### src/rtl/dma_mem_sched.sv
// Two-channel round-robin DMA copy engine that drives a single-port word memory.
// Define DMA_IRQ_EN to add a registered completion interrupt (irq, cleared by irq_ack).
module dma_mem_sched #(
    parameter int AW        = 8,
    parameter int DW        = 32,
    parameter int MEM_DEPTH = 192
) (
    input  logic          clk,
    input  logic          rst_n,
    input  logic [1:0]    ch_start,
    input  logic [AW-1:0] ch_src0,
    input  logic [AW-1:0] ch_dst0,
    input  logic [AW-1:0] ch_len0,
    input  logic [AW-1:0] ch_src1,
    input  logic [AW-1:0] ch_dst1,
    input  logic [AW-1:0] ch_len1,
    output logic [1:0]    ch_busy,
    output logic [1:0]    ch_done,
    output logic [1:0]    ch_err,
    output logic          mem_wr,
    output logic [AW-1:0] mem_addr,
    output logic [DW-1:0] mem_wdata,
    input  logic [DW-1:0] mem_rdata
`ifdef DMA_IRQ_EN
    ,
    input  logic          irq_ack,
    output logic          irq
`endif
);

    localparam logic [2:0] S_IDLE  = 3'd0;
    localparam logic [2:0] S_GRANT = 3'd1;
    localparam logic [2:0] S_RD    = 3'd2;
    localparam logic [2:0] S_CAP   = 3'd3;
    localparam logic [2:0] S_WR    = 3'd4;
    localparam logic [2:0] S_DONE  = 3'd5;

    localparam logic [AW:0] DEPTH = (AW+1)'(MEM_DEPTH);
    localparam logic [AW:0] ONE   = (AW+1)'(1);

    logic [2:0]    state_q, state_d;
    logic [1:0]    pending_q, pending_d;
    logic [1:0]    err_q, err_d;
    logic          rr_q, rr_d;
    logic          g_q, g_d;
    logic [AW-1:0] src_q, src_d;
    logic [AW-1:0] dst_q, dst_d;
    logic [AW-1:0] len_q, len_d;
    logic [DW-1:0] wdata_q, wdata_d;

    logic          sel;
    logic [AW-1:0] gsrc, gdst, glen;
    logic [AW:0]   src_inc, dst_inc;

    // Both pending: rr_q picks; a lone request wins outright.
    assign sel     = (pending_q == 2'b11) ? rr_q : pending_q[1];
    assign gsrc    = sel ? ch_src1 : ch_src0;
    assign gdst    = sel ? ch_dst1 : ch_dst0;
    assign glen    = sel ? ch_len1 : ch_len0;
    assign src_inc = {1'b0, src_q} + ONE;
    assign dst_inc = {1'b0, dst_q} + ONE;

    always_comb begin
        state_d   = state_q;
        pending_d = pending_q;
        err_d     = err_q;
        rr_d      = rr_q;
        g_d       = g_q;
        src_d     = src_q;
        dst_d     = dst_q;
        len_d     = len_q;
        wdata_d   = wdata_q;

        for (int unsigned i = 0; i < 2; i++) begin
            if (ch_start[i] && !pending_q[i]) begin
                pending_d[i] = 1'b1;
                err_d[i]     = 1'b0;
            end
        end

        case (state_q)
            S_IDLE: begin
                if (|pending_q) state_d = S_GRANT;
            end
            S_GRANT: begin
                g_d   = sel;
                src_d = gsrc;
                dst_d = gdst;
                len_d = glen;
                if (glen == '0) begin
                    state_d = S_DONE;
                end else if ({1'b0, gsrc} >= DEPTH || {1'b0, gdst} >= DEPTH) begin
                    err_d[sel] = 1'b1;
                    state_d    = S_DONE;
                end else begin
                    state_d = S_RD;
                end
            end
            S_RD:  state_d = S_CAP;
            S_CAP: begin
                wdata_d = mem_rdata;
                state_d = S_WR;
            end
            S_WR: begin
                src_d = src_inc[AW-1:0];
                dst_d = dst_inc[AW-1:0];
                len_d = len_q - ONE[AW-1:0];
                // Completion beats the range stop, so a copy ending on the last word is clean.
                if (len_q == ONE[AW-1:0]) begin
                    state_d = S_DONE;
                end else if (src_inc == DEPTH || dst_inc == DEPTH) begin
                    err_d[g_q] = 1'b1;
                    state_d    = S_DONE;
                end else begin
                    state_d = S_RD;
                end
            end
            S_DONE: begin
                pending_d[g_q] = 1'b0;
                rr_d           = ~g_q;
                state_d        = S_IDLE;
            end
            default: state_d = S_IDLE;
        endcase
    end

    always_ff @(posedge clk or negedge rst_n) begin
        if (!rst_n) begin
            state_q   <= S_IDLE;
            pending_q <= '0;
            err_q     <= '0;
            rr_q      <= 1'b0;
            g_q       <= 1'b0;
            src_q     <= '0;
            dst_q     <= '0;
            len_q     <= '0;
            wdata_q   <= '0;
        end else begin
            state_q   <= state_d;
            pending_q <= pending_d;
            err_q     <= err_d;
            rr_q      <= rr_d;
            g_q       <= g_d;
            src_q     <= src_d;
            dst_q     <= dst_d;
            len_q     <= len_d;
            wdata_q   <= wdata_d;
        end
    end

    always_comb begin
        mem_addr = '0;
        if (state_q == S_RD)      mem_addr = src_q;
        else if (state_q == S_WR) mem_addr = dst_q;
    end

    assign mem_wr    = (state_q == S_WR);
    assign mem_wdata = wdata_q;
    assign ch_busy   = pending_q;
    assign ch_err    = err_q;
    assign ch_done   = (state_q == S_DONE) ? {g_q, ~g_q} : 2'b00;

`ifdef DMA_IRQ_EN
    logic irq_q;

    always_ff @(posedge clk or negedge rst_n) begin
        if (!rst_n)          irq_q <= 1'b0;
        else if (|ch_done)   irq_q <= 1'b1;
        else if (irq_ack)    irq_q <= 1'b0;
    end

    assign irq = irq_q;
`endif

endmodule

### config.mk
export PLATFORM = sky130hd
export DESIGN_NAME = dma_mem_sched
export DESIGN_NICKNAME = d
export VERILOG_FILES = /design/src/rtl/dma_mem_sched.sv
export SDC_FILE = /design/constraint.sdc
export NUM_CORES = 1
export LEC_CHECK = 0
export CAP_MARGIN = 30
export CORE_MARGIN = 2
export CORE_UTILIZATION = 40
export CTS_BUF_LIST = sky130_fd_sc_hd__clkbuf_4 sky130_fd_sc_hd__clkbuf_8
export DETAILED_ROUTE_END_ITERATION = 6
export GPL_ROUTABILITY_DRIVEN = 0
export GPL_TIMING_DRIVEN = 0
export PLACE_DENSITY = 0.73
export SYNTH_ARGS = -nofsm -noshare
export SYNTH_HDL_FRONTEND = slang
export SYNTH_SLANG_ARGS = --single-unit
### constraint.sdc
create_clock -name clk -period 2.4 [get_ports clk]
set_input_delay 0.24 -clock clk [delete_from_list [all_inputs] [get_ports clk]]
set_output_delay 0.24 -clock clk [all_outputs]
set_load 0.01 [all_outputs]
After elaboration in Yosys (flattened, before gate mapping)
Index checks and enable logic that the tools add are counted.
Widths: inputs -> output; s select.
- ROM bits: 0
- RAM bits: 0
- latch bits: 0
- logic and storage cells: 75
- memories: 0
- input bits: 84
- bits in registers: 65
- equal/unequal tests: 10
- muxes and demuxes: 30
- reduce and logical (&&, ||, !) cells: 12
- add/subtract/negate cells: 3
- multipliers: 0
- shift operators: 0
- magnitude comparators: 6
- bitwise operators: 5
- divide/modulo/power cells: 0
- operators by type and width (cell ; number):
    $pmux 8 s2 ; 3
    $mux 8 ; 5
    $add 8x1->9 const B ; 2
    $eq 9x8->1 const B ; 2
    $ge 8x8->1 const B ; 2
    $mux 3 ; 5
    $pmux 3 s5 ; 1
    $mux 2 ; 6
    $eq 8x1->1 const B ; 1
    $logic_not 8->1 ; 1
    $sub 8x1->8 const B ; 1
    $mux 1 ; 7
    $eq 3x2->1 const B ; 2
    $eq 3x3->1 const B ; 2
    $logic_and 1x1->1 ; 4
    $lt 1x2->1 const B ; 2
    $or 2x2->2 ; 2
    $pmux 2 s2 ; 1
    $eq 3x1->1 const B ; 1
    $logic_not 3->1 ; 1
    $and 2x2->2 ; 1
    $demux 1 s1 ; 2
    $eq 2x2->1 const B ; 1
    $ge 1x1->1 const B ; 2
    other kinds (7) ; 9

Logic depth before layout (Yosys ltp)
- word-level depth: 10
- gate-level depth with buffers: 7

Least setup slack after synthesis
No wires, ideal clock.
- path kind: reg2reg
- start: reg src_q[0]
- end: reg state_q[1]
- stages on the path, launching flop included: 7
- setup time: 0.126 ns
- path slack: 0.496 ns
- period minus slack after synthesis: 1.904 ns
- path buffers: 0
- arrival: 1.778 ns
- required time: 2.274 ns
- path through: dfrtp_1 -> ha_1 -> nand2_1 -> or3_1 -> o2bb2a_1 -> a211oi_2 -> a221o_1
- cells in the longest elaborated chain, start to end: 6
- ends and longest elaborated chain (item ; line ; text):
    start, declared ; 46 ; logic [AW-1:0] src_q, src_d;
    start signal, assigned ; 144 ; src_q <= src_d;
    $add 8x1->9 ; 60 ; assign src_inc = {1'b0, src_q} + ONE;
    $eq 9x8->1 ; 111 ; end else if (src_inc == DEPTH || dst_inc == DEPTH) begin
    $logic_or 1x1->1 ; 111 ;
    $mux 3 ; 111 ;
    $mux 3 ; 109 ; if (len_q == ONE[AW-1:0]) begin
    $pmux 3 s5 ; 81 ; case (state_q)
    end signal, assigned ; 139 ; state_q <= state_d;
    end, declared ; 41 ; logic [2:0] state_q, state_d;
Every way passes these cells.
A chain may end at the register's enable or synchronous reset.

Worst setup path in the final report
- start: reg state_q[1]
- end: out mem_addr[6]
- cells in the longest elaborated chain, start to end: 3
- elaborated cells between the ends (all ways): 4
- those cells by class: eq/ne: 2; mux: 2
- ends and longest elaborated chain (item ; line ; text):
    $eq 3x3->1 ; 154 ; else if (state_q == S_WR) mem_addr = dst_q;
    $mux 8 ; 154 ;
    $mux 8 (*) ; 153 ; if (state_q == S_RD) mem_addr = src_q;
    end, declared ; 21 ; output logic [AW-1:0] mem_addr,
Mark *: on every way between the ends. The rest lies on a longest branch, timed or not.

==> out/results.tsv <==
stage	metric	value	unit
status	status	finished, violations left	
status	failing checks	hold timing	
layout	layout net count	601	
critical_path	reg-to-reg startpoint	src_q[0]	
critical_path	Setup crit start	state_q[1]	
logic_synthesis	Syn Area/Cell	10.2	sq um
layout	Inserted Diodes	0	
sta	Worst-Margin Slew	0.825	ns
pwr	Peak supply drop	0.000611	V
hold_path	Hold WC Path Type	in2async	
layout	most common cell after layout, fill and taps aside	clkdlybuf4s50_1	
pwr	PwrDens	1340	nW/um^2
global_route	initial antenna violation count	0	
drt	total wire length	11600	um
logic_synthesis	Yosys reg bits	65	
sta	final worst setup slack	0.0297	ns
critical_path	crit-path max FO	10	
place	Post-DP Area	5210	sq um
place	# port buffers	130	
global_route	first-pass GRT wire length	17700	um
critical_path	Buf/Inv on CP	3	
critical_path	Worst R2R Setup Slack	0.27	ns
clock_tree	hold buffers post-CTS	0	
logic_synthesis	async set-or-reset flop fraction in the synthesized netlist	1.00	
clock_tree	CTS buffer count	9	
critical_path	CP Depth	6	
logic_synthesis	Synth Flop Type	dfrtp_1	
critical_path	CP Launch Type	register	
global_route	GR Overflow Total	0	
sta	Final Max Tran Viols	0	
sta	fin crit period	2.37	ns
floorplan	die area	10200	sq um
floorplan	Die X	101	um
drt	metal3 WL	734	um
clock_tree	CTS tree	done	
critical_path	Worst EP required	2.16	ns
logic_synthesis	number of synthesized flops with an enable pin	0	
sta	final setup TNS	0	ns
drt	vias	3618	
sta	Max Freq	0.422	GHz
floorplan	DIE HEIGHT	101	um
layout	synth-to-layout area growth	45.0	%
clock_tree	H-tree Lvls	3	
logic_synthesis	Yosys Warn Count	0	
logic_synthesis	synthesized instance count	371	
flow_run	MaxCap Viol Count	0	
critical_path	Max stage delay on crit path	0.54	ns
floorplan	Core Rows	35	
sta	Clock Skews	0.0158	ns
layout	commonest non-fill, non-tap cells in the layout	clkdlybuf4s50_1, dfrtp_1, mux2_2	
drt	DRT iter0 DRCs	370	
place	Inst Count DP	612	
critical_path	slowest CP cell	clkdlybuf4s50_1	
drt	Via density	5.76	
layout	Post-Layout Cell Count	628	
sta	RSZ-0062 raised after global routing	yes	
sta	# setup viols final	0	
clock_tree	Clock Latency Late Sink	0.35	ns
place	DP HPWL	8710	um
critical_path	Critical Path Sink Type	output port	
sta	relative slew slack	0.450	
global_route	GR Util All Layers	0.223	
critical_path	CP delay by family, top	buffers and inverters	
drt	wire per inst	18.5	um
critical_path	reg2reg end	state_q[1]	
drt	DR DRC count	0	
floorplan	Initial Util	0.410	
logic_synthesis	Cell Area, Synth	3770	sq um
global_route	vias in the first global route	3550	
layout	share of cells above drive strength 1	0.164	
floorplan	core box area	9200	sq um
critical_path	worst-path cell chain	clkbuf_4 > clkbuf_4 > and3_1 > a21oi_1 > nor2_1 > clkdlybuf4s50_1	
critical_path	WP data arrival	2.13	ns
critical_path	FF-to-FF path depth	6	
drt	DRT antenna net count	0	
layout	final core occ	0.594	
drt	max layer used	met4	
global_route	pin count of the biggest net entering global routing	66	
logic_synthesis	Syn Nets	460	
floorplan	Ports	131	
layout	Finished Cell Area	5470	sq um
logic_synthesis	Netlist cell types	59	
critical_path	Crit path top cell by count	clkbuf_4	
sta	worst hold margin	-0.0215	ns
critical_path	Setup CP Type	reg2out	
pwr	Static Leak	2.22	nW
pwr	total power	7.32	mW
drt	DR pass1 iterations	5	
place	worst slack at placement	-0.0236	ns
sta	Final Hold Vio Count	20	
clock_tree	Root Buffer	clkbuf_8	
drt	Metal-1 WL	5070	um
clock_tree	CTS max path bufs	2	
clock_tree	CTS sink count	65	
logic_synthesis	sequential fraction of the synthesis area	0.431	
sta	crit share post-route	0.988	
clock_tree	clock-pin slew on the worst setup and hold paths	0.08	ns
drt	DR WL met2	5630	um
## kinds of logic after synthesis
family | count (synthesis) | share of synthesized area
xor+xnor | 2 | 0.00465
simple gates | 107 | 0.141
mux | 56 | 0.161
flops | 65 | 0.431
buf+inv | 35 | 0.0372
fa+ha+maj | 5 | 0.0166
compound gates | 101 | 0.208
## state kept, by name (all words and copies together), names as in the netlist
| register | flops |
|---|---|
| dst_q | 8 |
| mem_wdata | 32 |
| src_q | 8 |
| rr_q | 1 |
| g_q | 1 |
| len_q | 8 |
| ch_err | 2 |
| ch_busy | 2 |
| state_q | 3 |
## power by group
part | total, mW | internal, mW | switching, mW | leakage [nW]
logic | 4.19 | 2.09 | 2.09 | 1.37
registers | 2.17 | 1.66 | 0.501 | 0.758
clock network | 0.966 | 0.516 | 0.450 | 0.0987
## metal layers
metal	vias to the layer above	GRT usage
li1	1691	-
met4	0	0.0634
met3	14	0.0368
met2	169	0.358
met5	-	0
met1	1744	0.310
## layout make-up
type | count | area (sq um)
clock inverters | 5 | 55.1
flip-flops and latches | 65 | 1630
fillers | 794 | 3730
clock buffers | 11 | 145
plain buffers | 22 | 113
multi-input cells | 271 | 2030
repair buffers | 131 | 1310
well taps | 111 | 139
inverters | 12 | 46.3
## worst max-delay path by stage
stage | endpoint | slack (ns)
after floorplan | state_q[1] | 0.50
after global placement | mem_wdata[27] | -1.13
after detailed placement | ch_done[0] | -0.02
after CTS | mem_wr | -0.01
after global routing | mem_addr[6] | -0.02
final | mem_addr[6] | 0.03
## cells in the mapped netlist (all sizes together), types with 3 or more instances
library cell,number,area [sq um]
dfrtp,65,1630
nor2,38,143
mux2,36,405
nand2,21,78.8
mux2i,20,200
o21ai,14,70.1
a22oi,13,97.6
clkbuf,13,48.8
a21oi,11,58.8
inv,11,41.3
nand3,11,60.1
buf,10,46.3
nor4,9,56.3
a2bb2oi,6,52.6
nor3,6,30.0
o211ai,6,45.0
a311o,5,50.1
a31oi,5,31.3
ha,5,62.6
nand2b,5,31.3
o221ai,5,43.8
o221a,4,45.0
a211o,3,26.3
a221oi,3,26.3
a22o,3,26.3
nand4,3,18.8
o22ai,3,18.8
or3,3,18.8
## timing repair
| item | in CTS | in global routing |
|---|---|---|
| resized for setup | 17 | 8 |
| buffers inserted | 0 | 1 |
| endpoints found under the setup margin | 11 | 11 |
(Power assumes the default switching activity.)
